===== config.mk =====
export PLATFORM = sky130hd
export DESIGN_NAME = mux_n_pipe
export DESIGN_NICKNAME = d
export VERILOG_FILES = /design/src/rtl/mux_pkg.sv /design/src/rtl/mux_pipe_stage.sv /design/src/rtl/mux_n_pipe.sv
export SDC_FILE = /design/constraint.sdc
export NUM_CORES = 1
export LEC_CHECK = 0
export BUFFER_PORTS_ARGS = -buffer_cell sky130_fd_sc_hd__buf_2
export CAP_MARGIN = 40
export CORE_ASPECT_RATIO = 0.9
export CORE_UTILIZATION = 44
export DETAILED_ROUTE_END_ITERATION = 7
export PLACE_DENSITY = 0.82
export SYNTH_ARGS = -nofsm -noshare
export SYNTH_HDL_FRONTEND = slang
export SYNTH_SLANG_ARGS = --single-unit

===== constraint.sdc =====
create_clock -name clk -period 2.1 [get_ports clk]
set_clock_uncertainty 0.15 [all_clocks]
set_input_delay 0 -clock clk [delete_from_list [all_inputs] [get_ports clk]]
set_output_delay 0 -clock clk [all_outputs]
set_load 0.02 [all_outputs]

===== src/rtl/mux_pkg.sv =====
// Shared constants and helpers for the pipelined N-input selector.
// Provides clog2, the default widths and the default counter ceiling.
package mux_pkg;

  localparam int DATA_W_DEF = 16;
  localparam int ERR_CNT_W_DEF = 8;
  localparam int ERR_SAT_DEF = (1 << ERR_CNT_W_DEF) - 1;

  function automatic int clog2(input int value);
    int r;
    r = 0;
    while ((1 << r) < value) r++;
    return r;
  endfunction

endpackage


===== src/rtl/mux_pipe_stage.sv =====
// One data+valid register of the selector pipeline.
// Ports: clk, rst, stall, flush, prev_valid/prev_data in, valid/data out.
module mux_pipe_stage #(
  parameter int DATA_W = 16
) (
  input  logic              clk,
  input  logic              rst,
  input  logic              stall,
  input  logic              flush,
  input  logic              prev_valid,
  input  logic [DATA_W-1:0] prev_data,
  output logic              valid,
  output logic [DATA_W-1:0] data
);

  // Data loads only with a valid entry, so bubbles keep the last value.
  always_ff @(posedge clk) begin
    if (rst) begin
      valid <= 1'b0;
      data  <= '0;
    end else if (flush) begin
      valid <= 1'b0;
    end else if (!stall) begin
      valid <= prev_valid;
      if (prev_valid) data <= prev_data;
    end
  end

endmodule


===== src/rtl/mux_n_pipe.sv =====
// N-input selector with DEPTH registered stages, stall/flush and select errors.
// Ports: clk, rst, stall, flush, in_valid, sel, data_in -> mux_out, out_valid, sel_err, err_cnt.
module mux_n_pipe
  import mux_pkg::*;
#(
  parameter int DATA_W    = DATA_W_DEF,
  parameter int N_IN      = 4,
  parameter int SEL_W     = 4,
  parameter int DEPTH     = 1,
  parameter int ERR_CNT_W = ERR_CNT_W_DEF
) (
  input  logic                   clk,
  input  logic                   rst,
  input  logic                   stall,
  input  logic                   flush,
  input  logic                   in_valid,
  input  logic [SEL_W-1:0]       sel,
  input  logic [N_IN*DATA_W-1:0] data_in,
  output logic [DATA_W-1:0]      mux_out,
  output logic                   out_valid,
  output logic                   sel_err,
  output logic [ERR_CNT_W-1:0]   err_cnt
);

  localparam logic [SEL_W:0] N_IN_V = (SEL_W + 1)'(N_IN);
  localparam logic [ERR_CNT_W-1:0] ERR_SAT = '1;

  logic [DATA_W-1:0] picked;
  logic              oor;
  logic              accept;

  logic [DEPTH:0][DATA_W-1:0] d;
  logic [DEPTH:0]             v;

  // Out-of-range selects fall back to the last input.
  always_comb begin
    picked = data_in[(N_IN-1)*DATA_W +: DATA_W];
    for (int i = 0; i < N_IN; i++) begin
      if (sel == SEL_W'(i)) picked = data_in[i*DATA_W +: DATA_W];
    end
  end

  assign oor    = {1'b0, sel} >= N_IN_V;
  assign accept = in_valid & ~stall & ~flush;

  assign d[0] = picked;
  assign v[0] = in_valid;

  for (genvar k = 0; k < DEPTH; k++) begin : g_stage
    mux_pipe_stage #(
      .DATA_W(DATA_W)
    ) u_stage (
      .clk       (clk),
      .rst       (rst),
      .stall     (stall),
      .flush     (flush),
      .prev_valid(v[k]),
      .prev_data (d[k]),
      .valid     (v[k+1]),
      .data      (d[k+1])
    );
  end

  assign mux_out   = d[DEPTH];
  assign out_valid = v[DEPTH];

  always_ff @(posedge clk) begin
    if (rst) begin
      sel_err <= 1'b0;
      err_cnt <= '0;
    end else if (accept && oor) begin
      sel_err <= 1'b1;
      if (err_cnt != ERR_SAT) err_cnt <= err_cnt + 1'b1;
    end
  end

endmodule


## Word level (Yosys, flattened, before mapping)

Index checks and enable logic that the tools add are counted.

- $add $sub $neg: 1
- Multiply operators: 0
- Div/mod/pow operators: 0
- $lt $le $gt $ge: 1
- Equal/unequal tests: 4
- Shift-type cells: 0
- Multiplexer cells: 4
- Bitwise operators: 4
- Reduce and logical (&&, ||, !) cells: 5

Operator list:

| operator | count |
|---|---|
| two-way mux 16 bit | 4 |
| adder 8 x 1 -> 8 bit, second input constant | 1 |
| equality test 4 x 2 -> 1 bit, second input constant | 2 |
| inequality test 8 bit, second input constant | 1 |
| equality test 4 x 1 -> 1 bit, second input constant | 1 |
| greater-or-equal comparator 4 x 3 -> 1 bit, second input constant | 1 |
| logical NOT 4 bit | 1 |
| AND reduction 3 bit | 1 |
| AND 1 bit | 2 |
| inverter 1 bit | 2 |
| AND reduction 2 bit | 1 |
| OR reduction 2 bit | 1 |
| logical AND 1 bit | 1 |

- Bits in registers: 26
- Latch bits: 0
- Bits in writable memories: 0
- ROM bits: 0
- Input port bits: 73
- Output and inout bits: 26
- Logic and storage cells: 23
- Memories: 0

## Longest topological paths before layout

Gate-level depths: netlist of the first run.

- Depth after elaboration: 5
- Mapped depth: 7
- Mapped depth without buffers: 5

## Cells and area by module

From an unflattened synthesis of the first run, not the netlist that was laid out.

- Cells, all modules: 235
- Area total of the unflattened synthesis: 1760.4 sq um

By module, submodules not included:

| module | instances | cells an instance | area an instance (sq um) | seq. area each (sq um) |
|---|---|---|---|---|
| mux_n_pipe | 1 | 162 | 989.7 | 180.2 |
| mux_pipe_stage | 1 | 73 | 770.7 | 340.3 |

## Least setup slack after synthesis of the first run

No wires, ideal clock.

- Path type: reg2reg
- Start point: register err_cnt[0]
- End point: register err_cnt[5]
- Library setup time: 0.071 ns
- Arrival time: 1.486 ns
- Data required time: 1.879 ns
- Path slack: 0.394 ns
- Stages on the path, launching flop included: 6
- Buffers on the path: 0
- Period minus slack after synthesis: 1.706 ns
- Cells stage by stage: dfxtp_1 > ha_1 > nand3_1 > nor2_1 > or4_1 > a21oi_1

- Longest elaborated chain between the ends: 2
- Elaborated cells between the ends (all ways): 3
- Those cells by class: 1 x add/sub; 1 x eq/ne; 1 x reduce/logical

Ends and longest elaborated chain:

| what | RTL line | RTL |
|---|---|---|
| start: declaration | mux_n_pipe.sv:22 | `output logic [ERR_CNT_W-1:0] err_cnt` |
| start signal: assignment | mux_n_pipe.sv:73 | `if (err_cnt != ERR_SAT) err_cnt <= err_cnt + 1'b1;` |
| branches (longest 2 deep; another with adder 8 x 1 -> 8 bit) | -- |  |

Parallel ways; which one is timed is not known.
A chain may end at the register's enable or synchronous reset.

## Worst setup path after layout of the first run

Same ends and word-level chain as after synthesis.

==> results.yml, run 1 <==
timing:
  hold_violations: 0
  fmax_mhz: 568.6
  tns_ns: 0
  setup_viol: 0
  min_period_ns: 1.759
  grt_setup_unrepaired: "no"
  worst_pin_slew_ns: 0.5857
  slew_viol_final: 0
  timing.final.ws_setup_ns: 0.3414
  relSlewSlack_pct: 60.86
  finalCritPeriodShare_pct: 83.74
floorplanning:
  die-area_um2: 4170
  start_util_pct: 46.18
  dieWidth_um: 67.96
  core_um2: 3731
  ios: 99
  die_h_um: 61.37
  rows: 21
logic_synthesis:
  ys_types: 33
  synthCells: 194
  synth_top_area_share_pct: 30.21
  netlist_area_um2: 1723
  synthArstFlopShare_pct: 0
  synthTopCellsByArea: "dfxtp_1 30%, o221a_2 7.8%, a221oi_2 7.0%"
  ys_seq_area_share_pct: 30.21
  ys.flop_type: "dfxtp_1"
  synth_edf_count: 0
  syn_area_per_cell_um2: 8.881
  synth_top_area_cell: "dfxtp_1"
  yosys_warnings: 0
  syn_nets: 268
  ys_ff_latch: 26
status:
  status: "completed"
routing:
  vias: 2008
  ant_nets: 0
  dr.pass1.iters: 4
  viasPerCell: 5.721
  wirelength_um: 5153
  avgRoutedWirePerCell_um: 14.68
  first_iter_violations: 118
  drc: 0
grt:
  antenna_found_initial: 0
  grt_pass1_vias: 1835
  grtUsageTotal_pct: 25.12
  grt_pass1_wl_um: 7921
  grt-ovfl-total: 0
  grt_max_degree: 27
final_layout:
  finalNonFillerCells: 351
  drive_gt1_share_pct: 45.57
  final_util_pct: 67.14
  multi_input_comb_area_um2: 1120
  area_growth_pct: 45.39
  diodes: 0
  nFillCells: 322
  nets: 380
  seqCellArea_um2: 520.5
clocking:
  cts.htree.levels: 1
  clock_latency_ns: 0.27
  clkSinkCount: 26
  cts-root-buf: "clkbuf_8"
  clkTransAtPathRegs_ns: 0.09
  cts.path.max_buffers: 2
  tritoncts: "built"
  cts_buffers: 3
power_and_ir_drop:
  p_total_mw: 1.235
  comb_power_share_pct: 24.7
  p_sw_share_pct: 25.50
  seqPwrFrac_pct: 41.8
  power.density_nw_per_um2: 493.1
  ir_drop_v: 0.0002976
  p_int_uw: 920.2
  leakagePower_nw: 1.112
  clkPwrFrac_pct: 33.5
  power_switching_uw: 315.0
worst_setup_path:
  critPathMaxFanout: 5
  worstSetupStartpoint: "err_cnt[0]"
  path_delay_family: "simple AND/OR/NAND/NOR gates"
  worstReg2RegStart: "err_cnt[0]"
  critical-path-max-stage-delay_ns: 0.48
  endpoint_kind: "flop"
  worstSetupPathType: "flop to flop"
  worst_setup_path_start_kind: "flop"
  crit_path_cell_trace: "ha_1, nand3_1, nor2_1, or4_1, a21oi_1"
  slowest_stage: "or4_1"
  arrival_ns: 1.82
  cp_num_buf_inv: 0
  required_ns: 2.16
placed_design:
  io_buffers: 98
  dp.cells: 328
  gp_congestion: 0.8752
  place_ws_ns: 0.3847
  dp_hpwl_um: 3671
flow_run:
  cap_violations: 0
min_path:
  hp-start: "data_in[49]"
  hold_path.class: "primary input to flop"
## registers in the layout, indices dropped and copies added (netlist names)
| register | count |
|---|---|
| err_cnt | 8 |
| g_stage.u_stage.data | 16 |
| g_stage.u_stage.valid | 1 |
| sel_err | 1 |
## synthesized netlist by cell type, types with 6 or more instances
cell type  instances
nor2_1            22
nor2b_1           12
dfxtp_1           26
nand2b_1          18
a221oi_2           8
a21oi_1            6
a221oi_1           8
clkbuf_1          11
nand2_1            8
o221a_2           12
o21ai_0            6
o32ai_1           10
mux2i_1            6
## layout make-up
class,count,share of cell area (%)
Tap cell,46,2.298
Timing Repair Buffer,125,29.37
Multi-Input combinational cell,150,44.71
Clock buffer,3,1.648
Clock inverter,1,1.199
Sequential cell,26,20.78
## power by group through the flow
stage | Sequential, mW | Clock (mW) | Combinational [mW]
after global routing | 0.519 | 0.447 | 0.332
after global placement | 0.527 | 0 | 0.269
after detailed placement | 0.528 | 0 | 0.275
final | 0.517 | 0.414 | 0.305
after floorplan | 0.547 | 0 | 0.138
after CTS | 0.517 | 0.421 | 0.300
## cells by family (layout without fill, tap and decap cells)
| logic type | after synthesis | after routing | share of synthesized area (%) |
|---|---|---|---|
| AND/OR/NAND/NOR | 80 | 80 | 25.49 |
| AO/OA/AOI/OAI | 61 | 61 | 34.13 |
| flip-flops | 26 | 26 | 30.21 |
| buffers and inverters | 18 | 129 | 4.938 |
| multiplexers | 6 | 6 | 3.486 |
| XOR/XNOR | 2 | 2 | 1.017 |
| adder cells (fa/ha/maj) | 1 | 1 | 0.7261 |
## worst reg2reg max path: cells and delay by family, from the launching register on
family | cells | cell delay (ns)
fa+ha+maj | 1 | 0.26
flops | 1 | 0.36
simple gates | 3 | 0.78
compound gates | 1 | 0.14
## cell usage in the layout, fill, tap and decap left out, drive strengths merged, types with 2 or more instances in the layout
cell / n
buf: 108
dfxtp: 26
nor2: 22
nand2b: 18
dlygate4sd3: 17
a221oi: 16
nor2b: 12
o221a: 12
o32ai: 12
nand2: 8
o21ai: 6
mux2i: 6
a21oi: 6
nor3: 5
nand3: 5
a211oi: 4
o31ai: 3
or3: 3
clkbuf: 3
or4: 2
xor2: 2
nor3b: 2
## final timing paths
| check | to | slack (ns) | cells after the start |
|---|---|---|---|
| max | err_cnt[5] | 0.34 | 5 |
| min | g_stage[0].u_stage.data[1] | 0.005 | 3 |
| max reg2reg | err_cnt[5] | 0.34 | 5 |
| min reg2reg | sel_err | 0.32 | 2 |
## metrics by stage
step / area [µm²] / hold WS, ns
finish: 2505 / 0.005091
global route: 2505 / 0.01138
CTS: 2487 / 0.002118
detailed placement: 2246 / 0.07391
global placement: 2246 / 0.07076
floorplan: 1723 / -0.07069
## routing by layer
layer  vias to the layer above  global-route usage (%)  wire [µm]
met1                       938                   30.34       2113
met2                        87                   44.40       2680
met4                         0                   11.61         70
met5                         -                       0          0
met3                         8                   3.148        289
li1                        975                       -          -
## what timing repair did
item                                    CTS  global route
hold endpoints to repair                 15             0
resized for setup                         0             1
hold buffers                             17             0
endpoints found under the setup margin    0            13
buffers inserted                          0             2
No activity file was read; power rests on OpenSTA's default activity.
==> run 2, diff against run 1 <==
==> constraint.sdc (replaced) <==
create_clock -name clk -period 1.7 [get_ports clk]
set_clock_uncertainty 0.15 [all_clocks]
set_input_delay 0 -clock clk [delete_from_list [all_inputs] [get_ports clk]]
set_output_delay 0 -clock clk [all_outputs]
set_load 0.02 [all_outputs]
==> results.yml, run 2 (synthesis results as in run 1) <==
routing:
  vias: 1935
  viasPerCell: 5.544
  first_iter_violations: 107
  dr.pass1.iters: 4
  avgRoutedWirePerCell_um: 14.14
  ant_nets: 0
  drc: 0
  wirelength_um: 4934
status:
  status: "finished with violations"
  failed_checks: "hold timing"
floorplanning:
  core_um2: 3731
  die-area_um2: 4170
  ios: 99
  start_util_pct: 46.18
  die_h_um: 61.37
  dieWidth_um: 67.96
  rows: 21
grt:
  grt_pass1_vias: 1771
  antenna_found_initial: 0
  grtUsageTotal_pct: 24.08
  top_usage_layer: "met2"
  grt_util_met2_pct: 43.14
  use_met1_pct: 29.15
  met3_usage_pct: 2.778
  grt_max_degree: 27
  grt_pass1_wl_um: 7562
  grt-ovfl-total: 0
placed_design:
  place_ws_ns: 0.06084
  io_buffers: 98
  dp_hpwl_um: 3523
  gp_congestion: 0.8644
timing:
  timing.final.ws_setup_ns: 0.08303
  finalCritPeriodShare_pct: 95.12
  setup_viol: 0
  grt_setup_unrepaired: "no"
  tns_ns: 0
  worst_pin_slew_ns: 0.5483
  slew_viol_final: 0
  hold_slack_ns: -0.0002125
  relSlewSlack_pct: 63.45
  fmax_mhz: 618.4
  min_period_ns: 1.617
  hold_violations: 2
worst_setup_path:
  worstSetupStartpoint: "err_cnt[0]"
  arrival_ns: 1.67
  worstSetupPathType: "flop to flop"
  worstReg2RegStart: "err_cnt[0]"
  critPathMaxFanout: 5
  required_ns: 1.75
  ff2ff_setup_slack_ns: 0.08
  worst_setup_path_start_kind: "flop"
  endpoint_kind: "flop"
flow_run:
  cap_violations: 0
power_and_ir_drop:
  comb_power_share_pct: 24.4
  ir_drop_v: 0.0004138
  leakagePower_nw: 1.099
  p_total_mw: 1.517
  power_switching_uw: 383.1
  power.density_nw_per_um2: 609.2
  p_int_mw: 1.134
  clkPwrFrac_pct: 33.5
  p_sw_share_pct: 25.26
  seqPwrFrac_pct: 42.1
clocking:
  clkTransAtPathRegs_ns: 0.09
  cts.path.max_buffers: 2
  cts.htree.levels: 1
  tritoncts: "built"
  cts_buffers: 3
  clock_latency_ns: 0.26
  clkSinkCount: 26
  cts-root-buf: "clkbuf_8"
final_layout:
  nFillCells: 315
  largest_register_ff_count: 16
  area_growth_pct: 44.52
  regMostFlops: "g_stage.u_stage.data"
  diodes: 0
  drive_gt1_share_pct: 46.20
  mostFrequentLayoutCell: "buf_2"
  reg.largest.list: "g_stage.u_stage.data (16), err_cnt (8)"
  most-common-layout-cells: "98 x buf_2, 26 x dfxtp_1, 22 x nor2_1"
  nets: 378
min_path:
  hold_path.class: "primary input to flop"
  hp-start: "data_in[60]"
## run 2: cell types whose count changed in the layout (fill, tap and decap cells not counted)
cell	previous run	this run
dlygate4sd3_1	17	15
ha_1	1	0
ha_2	0	1
nand2b_1	17	18
nand2b_2	1	0
nand3_1	4	3
nand3_2	1	2
## run 2: critical path, stage by stage, from the launching register on
cell	delay, ns
dfxtp_1	0.35
ha_2	0.22
nand3_2	0.12
nor2_1	0.09
or4_1	0.48
a21oi_1	0.14
## run 2: area by class of cell
type | instances | area (µm²) | share of cell area (%)
Clock buffer | 3 | 41.29 | 1.658
Clock inverter | 1 | 30.03 | 1.206
Multi-Input combinational cell | 150 | 1125 | 45.18
Sequential cell | 26 | 520.5 | 20.90
Tap cell | 46 | 57.56 | 2.312
Timing Repair Buffer | 123 | 715.7 | 28.74
## run 2: per-stage QoR
| stage | cell area [µm²] | util, % | hold WS (ns) | instances |
|---|---|---|---|---|
| 6_report | 2490 | 66.73 | -0.0002125 | 349 |
| 4_1_cts | 2487 | 66.67 | 0.0003336 | 349 |
| 3_5_place_dp | 2266 | 60.73 | 0.08177 | 330 |
| 5_1_grt | 2490 | 66.73 | 0.004884 | 349 |
| 2_1_floorplan | 1728 | - | -0.07069 | 194 |
| 3_3_place_gp | 2266 | 60.73 | 0.06968 | 330 |
## run 2: power groups by stage
stage | Combinational [mW] | Clock (mW) | Sequential (mW)
6_report | 0.370 | 0.508 | 0.638
2_1_floorplan | 0.170 | 0 | 0.676
5_1_grt | 0.405 | 0.539 | 0.641
3_5_place_dp | 0.340 | 0 | 0.653
4_1_cts | 0.367 | 0.514 | 0.638
3_3_place_gp | 0.336 | 0 | 0.651
## run 2: what timing repair did
action | 4_1_cts | 5_1_grt
setup buffers | 0 | 0
resized for setup | 0 | 1
hold buffers | 15 | 0
hold endpoints to repair | 13 | 0
endpoints found under the setup margin | 0 | 2
## run 2: final timing paths
| path | endpoint | cells past startpoint |
|---|---|---|
| setup / recovery | err_cnt[5] | 5 |
| hold reg to reg | g_stage[0].u_stage.data[9] | 2 |
| setup reg to reg | err_cnt[5] | 5 |
| hold / removal | g_stage[0].u_stage.data[12] | 3 |
## run 2: routing by layer
layer / wire length [µm] / vias up
li1: - / 967
met5: 0 / -
met4: 76 / 0
met2: 2426 / 78
met1: 2172 / 882
met3: 260 / 8
==> run 3, diff against run 2 <==
--- a/config.mk
+++ b/config.mk
@@ -5,12 +5,12 @@
 export SDC_FILE = /design/constraint.sdc
 export NUM_CORES = 1
 export LEC_CHECK = 0
-export BUFFER_PORTS_ARGS = -buffer_cell sky130_fd_sc_hd__buf_2
 export CAP_MARGIN = 40
 export CORE_ASPECT_RATIO = 0.9
-export CORE_UTILIZATION = 44
+export CORE_UTILIZATION = 63
 export DETAILED_ROUTE_END_ITERATION = 7
-export PLACE_DENSITY = 0.82
+export DONT_BUFFER_PORTS = 1
+export PLACE_DENSITY = 0.81
 export SYNTH_ARGS = -nofsm -noshare
 export SYNTH_HDL_FRONTEND = slang
 export SYNTH_SLANG_ARGS = --single-unit
==> results.yml, run 3 (synthesis results as in run 1) <==
status:
  status: "finished with violations"
  failed_checks: "DRC"
placed_design:
  io_buffers: 0
  dp_hpwl_um: 3156
  gp_congestion: 0.8074
  dp.cells: 218
final_layout:
  nFillCells: 127
  finalNonFillerCells: 263
  regMostFlops: "g_stage.u_stage.data"
  area_growth_pct: 30.21
  mostFrequentLayoutCell: "dlygate4sd3_1"
  largest_register_ff_count: 16
  nets: 309
  drive_gt1_share_pct: 22.22
  most-common-layout-cells: "37 x dlygate4sd3_1, 26 x dfxtp_1, 22 x nor2_1"
  final_util_pct: 88.63
  reg.largest.list: "g_stage.u_stage.data (16), err_cnt (8)"
grt:
  use_met1_pct: 44.38
  grt-ovfl-total: 0
  antenna_found_initial: 1
  top_usage_layer: "met2"
  grt_pass1_wl_um: 8756
  grtUsageTotal_pct: 39.49
  grt_max_degree: 27
  grt_util_met2_pct: 71.76
  met3_usage_pct: 10.70
  grt_pass1_vias: 1753
clocking:
  cts.path.max_buffers: 2
  cts_buffers: 3
  cts-root-buf: "clkbuf_4"
  clkTransAtPathRegs_ns: 0.14
  clock_latency_ns: 0.32
  cts.htree.levels: 1
  clkSinkCount: 26
  tritoncts: "built"
floorplanning:
  start_util_pct: 68.07
  core_um2: 2531
  ios: 99
  dieWidth_um: 57.13
  rows: 17
  die-area_um2: 2948
  die_h_um: 51.61
worst_setup_path:
  endpoint_kind: "flop"
  critPathMaxFanout: 6
  worstSetupPathType: "flop to flop"
  worst_setup_path_start_kind: "flop"
  r2r_cells: 5
  required_ns: 1.81
  arrival_ns: 1.80
min_path:
  min_path_cells: 4
  hold_path.class: "primary input to flop"
timing:
  finalCritPeriodShare_pct: 99.30
  min_period_ns: 1.688
  tns_ns: 0
  hold_violations: 0
  relSlewSlack_pct: 38.15
  slew_viol_final: 0
  setup_viol: 0
  worst_pin_slew_ns: 0.9247
  fmax_mhz: 592.4
routing:
  ant_nets: 0
  dr.pass1.iters: 8
  drc: 10
  avgRoutedWirePerCell_um: 21.99
  first_iter_violations: 204
  viasPerCell: 7.106
  vias: 1869
  wirelength_um: 5784
power_and_ir_drop:
  leakagePower_nw: 0.7946
  clkPwrFrac_pct: 31.2
  p_int_mw: 1.023
  seqPwrFrac_pct: 47.9
  ir_drop_v: 0.0003593
  power.density_nw_per_um2: 618.7
  comb_power_share_pct: 20.8
  p_sw_share_pct: 26.31
  power_switching_uw: 365.2
flow_run:
  cap_violations: 0
## run 3: layout make-up
cell class | instances | area (µm²) | area share (%)
diodes | 1 | 2.502 | 0.1115
clock inverters | 1 | 30.03 | 1.339
repair buffers | 54 | 498.0 | 22.20
well taps | 28 | 35.03 | 1.562
flip-flops and latches | 26 | 520.5 | 23.20
multi-input cells | 150 | 1135 | 50.59
clock buffers | 3 | 22.52 | 1.004
## run 3: worst max-delay path, stage by stage (launching register included)
cell and delay [ns]:
dfxtp_1 0.38, buf_4 0.17, and3_1 0.19, nand3_2 0.14, or4_4 0.44, a21oi_2 0.16
## run 3: power by group through the flow
stage	clock network (mW)	logic (mW)	registers [mW]
floorplan	0	0.170	0.676
global placement	0	0.173	0.677
detailed placement	0	0.179	0.677
CTS	0.427	0.269	0.664
global route	0.461	0.307	0.667
finish	0.433	0.289	0.665
## run 3: per-stage QoR
stage / hold WS (ns) / power (mW) / setup WS, ns / instance area [µm²]
floorplan: -0.07069 / 0.8461 / 0.04508 / 1728
global placement: -0.07822 / 0.8493 / 0.1512 / 1783
detailed placement: -0.07521 / 0.8563 / 0.06735 / 1783
CTS: 0.009938 / 1.360 / 0.01691 / 2196
global route: 0.002956 / 1.435 / -0.02731 / 2243
finish: 0.01042 / 1.388 / 0.01194 / 2243
## run 3: path summary, 6_finish.rpt
check,slack [ns],from,end
min reg2reg,0.46,g_stage[0].u_stage.data[1],g_stage[0].u_stage.data[1]
min,0.01,data_in[44],g_stage[0].u_stage.data[12]
max reg2reg,0.01,err_cnt[1],err_cnt[5]
max,0.01,err_cnt[1],err_cnt[5]
## run 3: what timing repair did
action | 4_1_cts | 5_1_grt
hold buffers | 36 | 1
setup buffers | 0 | 3
endpoints found under the hold margin | 26 | 11
setup endpoints to repair | 0 | 17
gates resized for setup | 0 | 5
## run 3: metal layers
metal  wire length (µm)  up-vias  share of wire [%]
met1               2121      852                 37
met3                589       25                 10
met4                223        0                3.9
li1                   -      833                  -
met5                  0        -                  0
met2               2850      159                 49
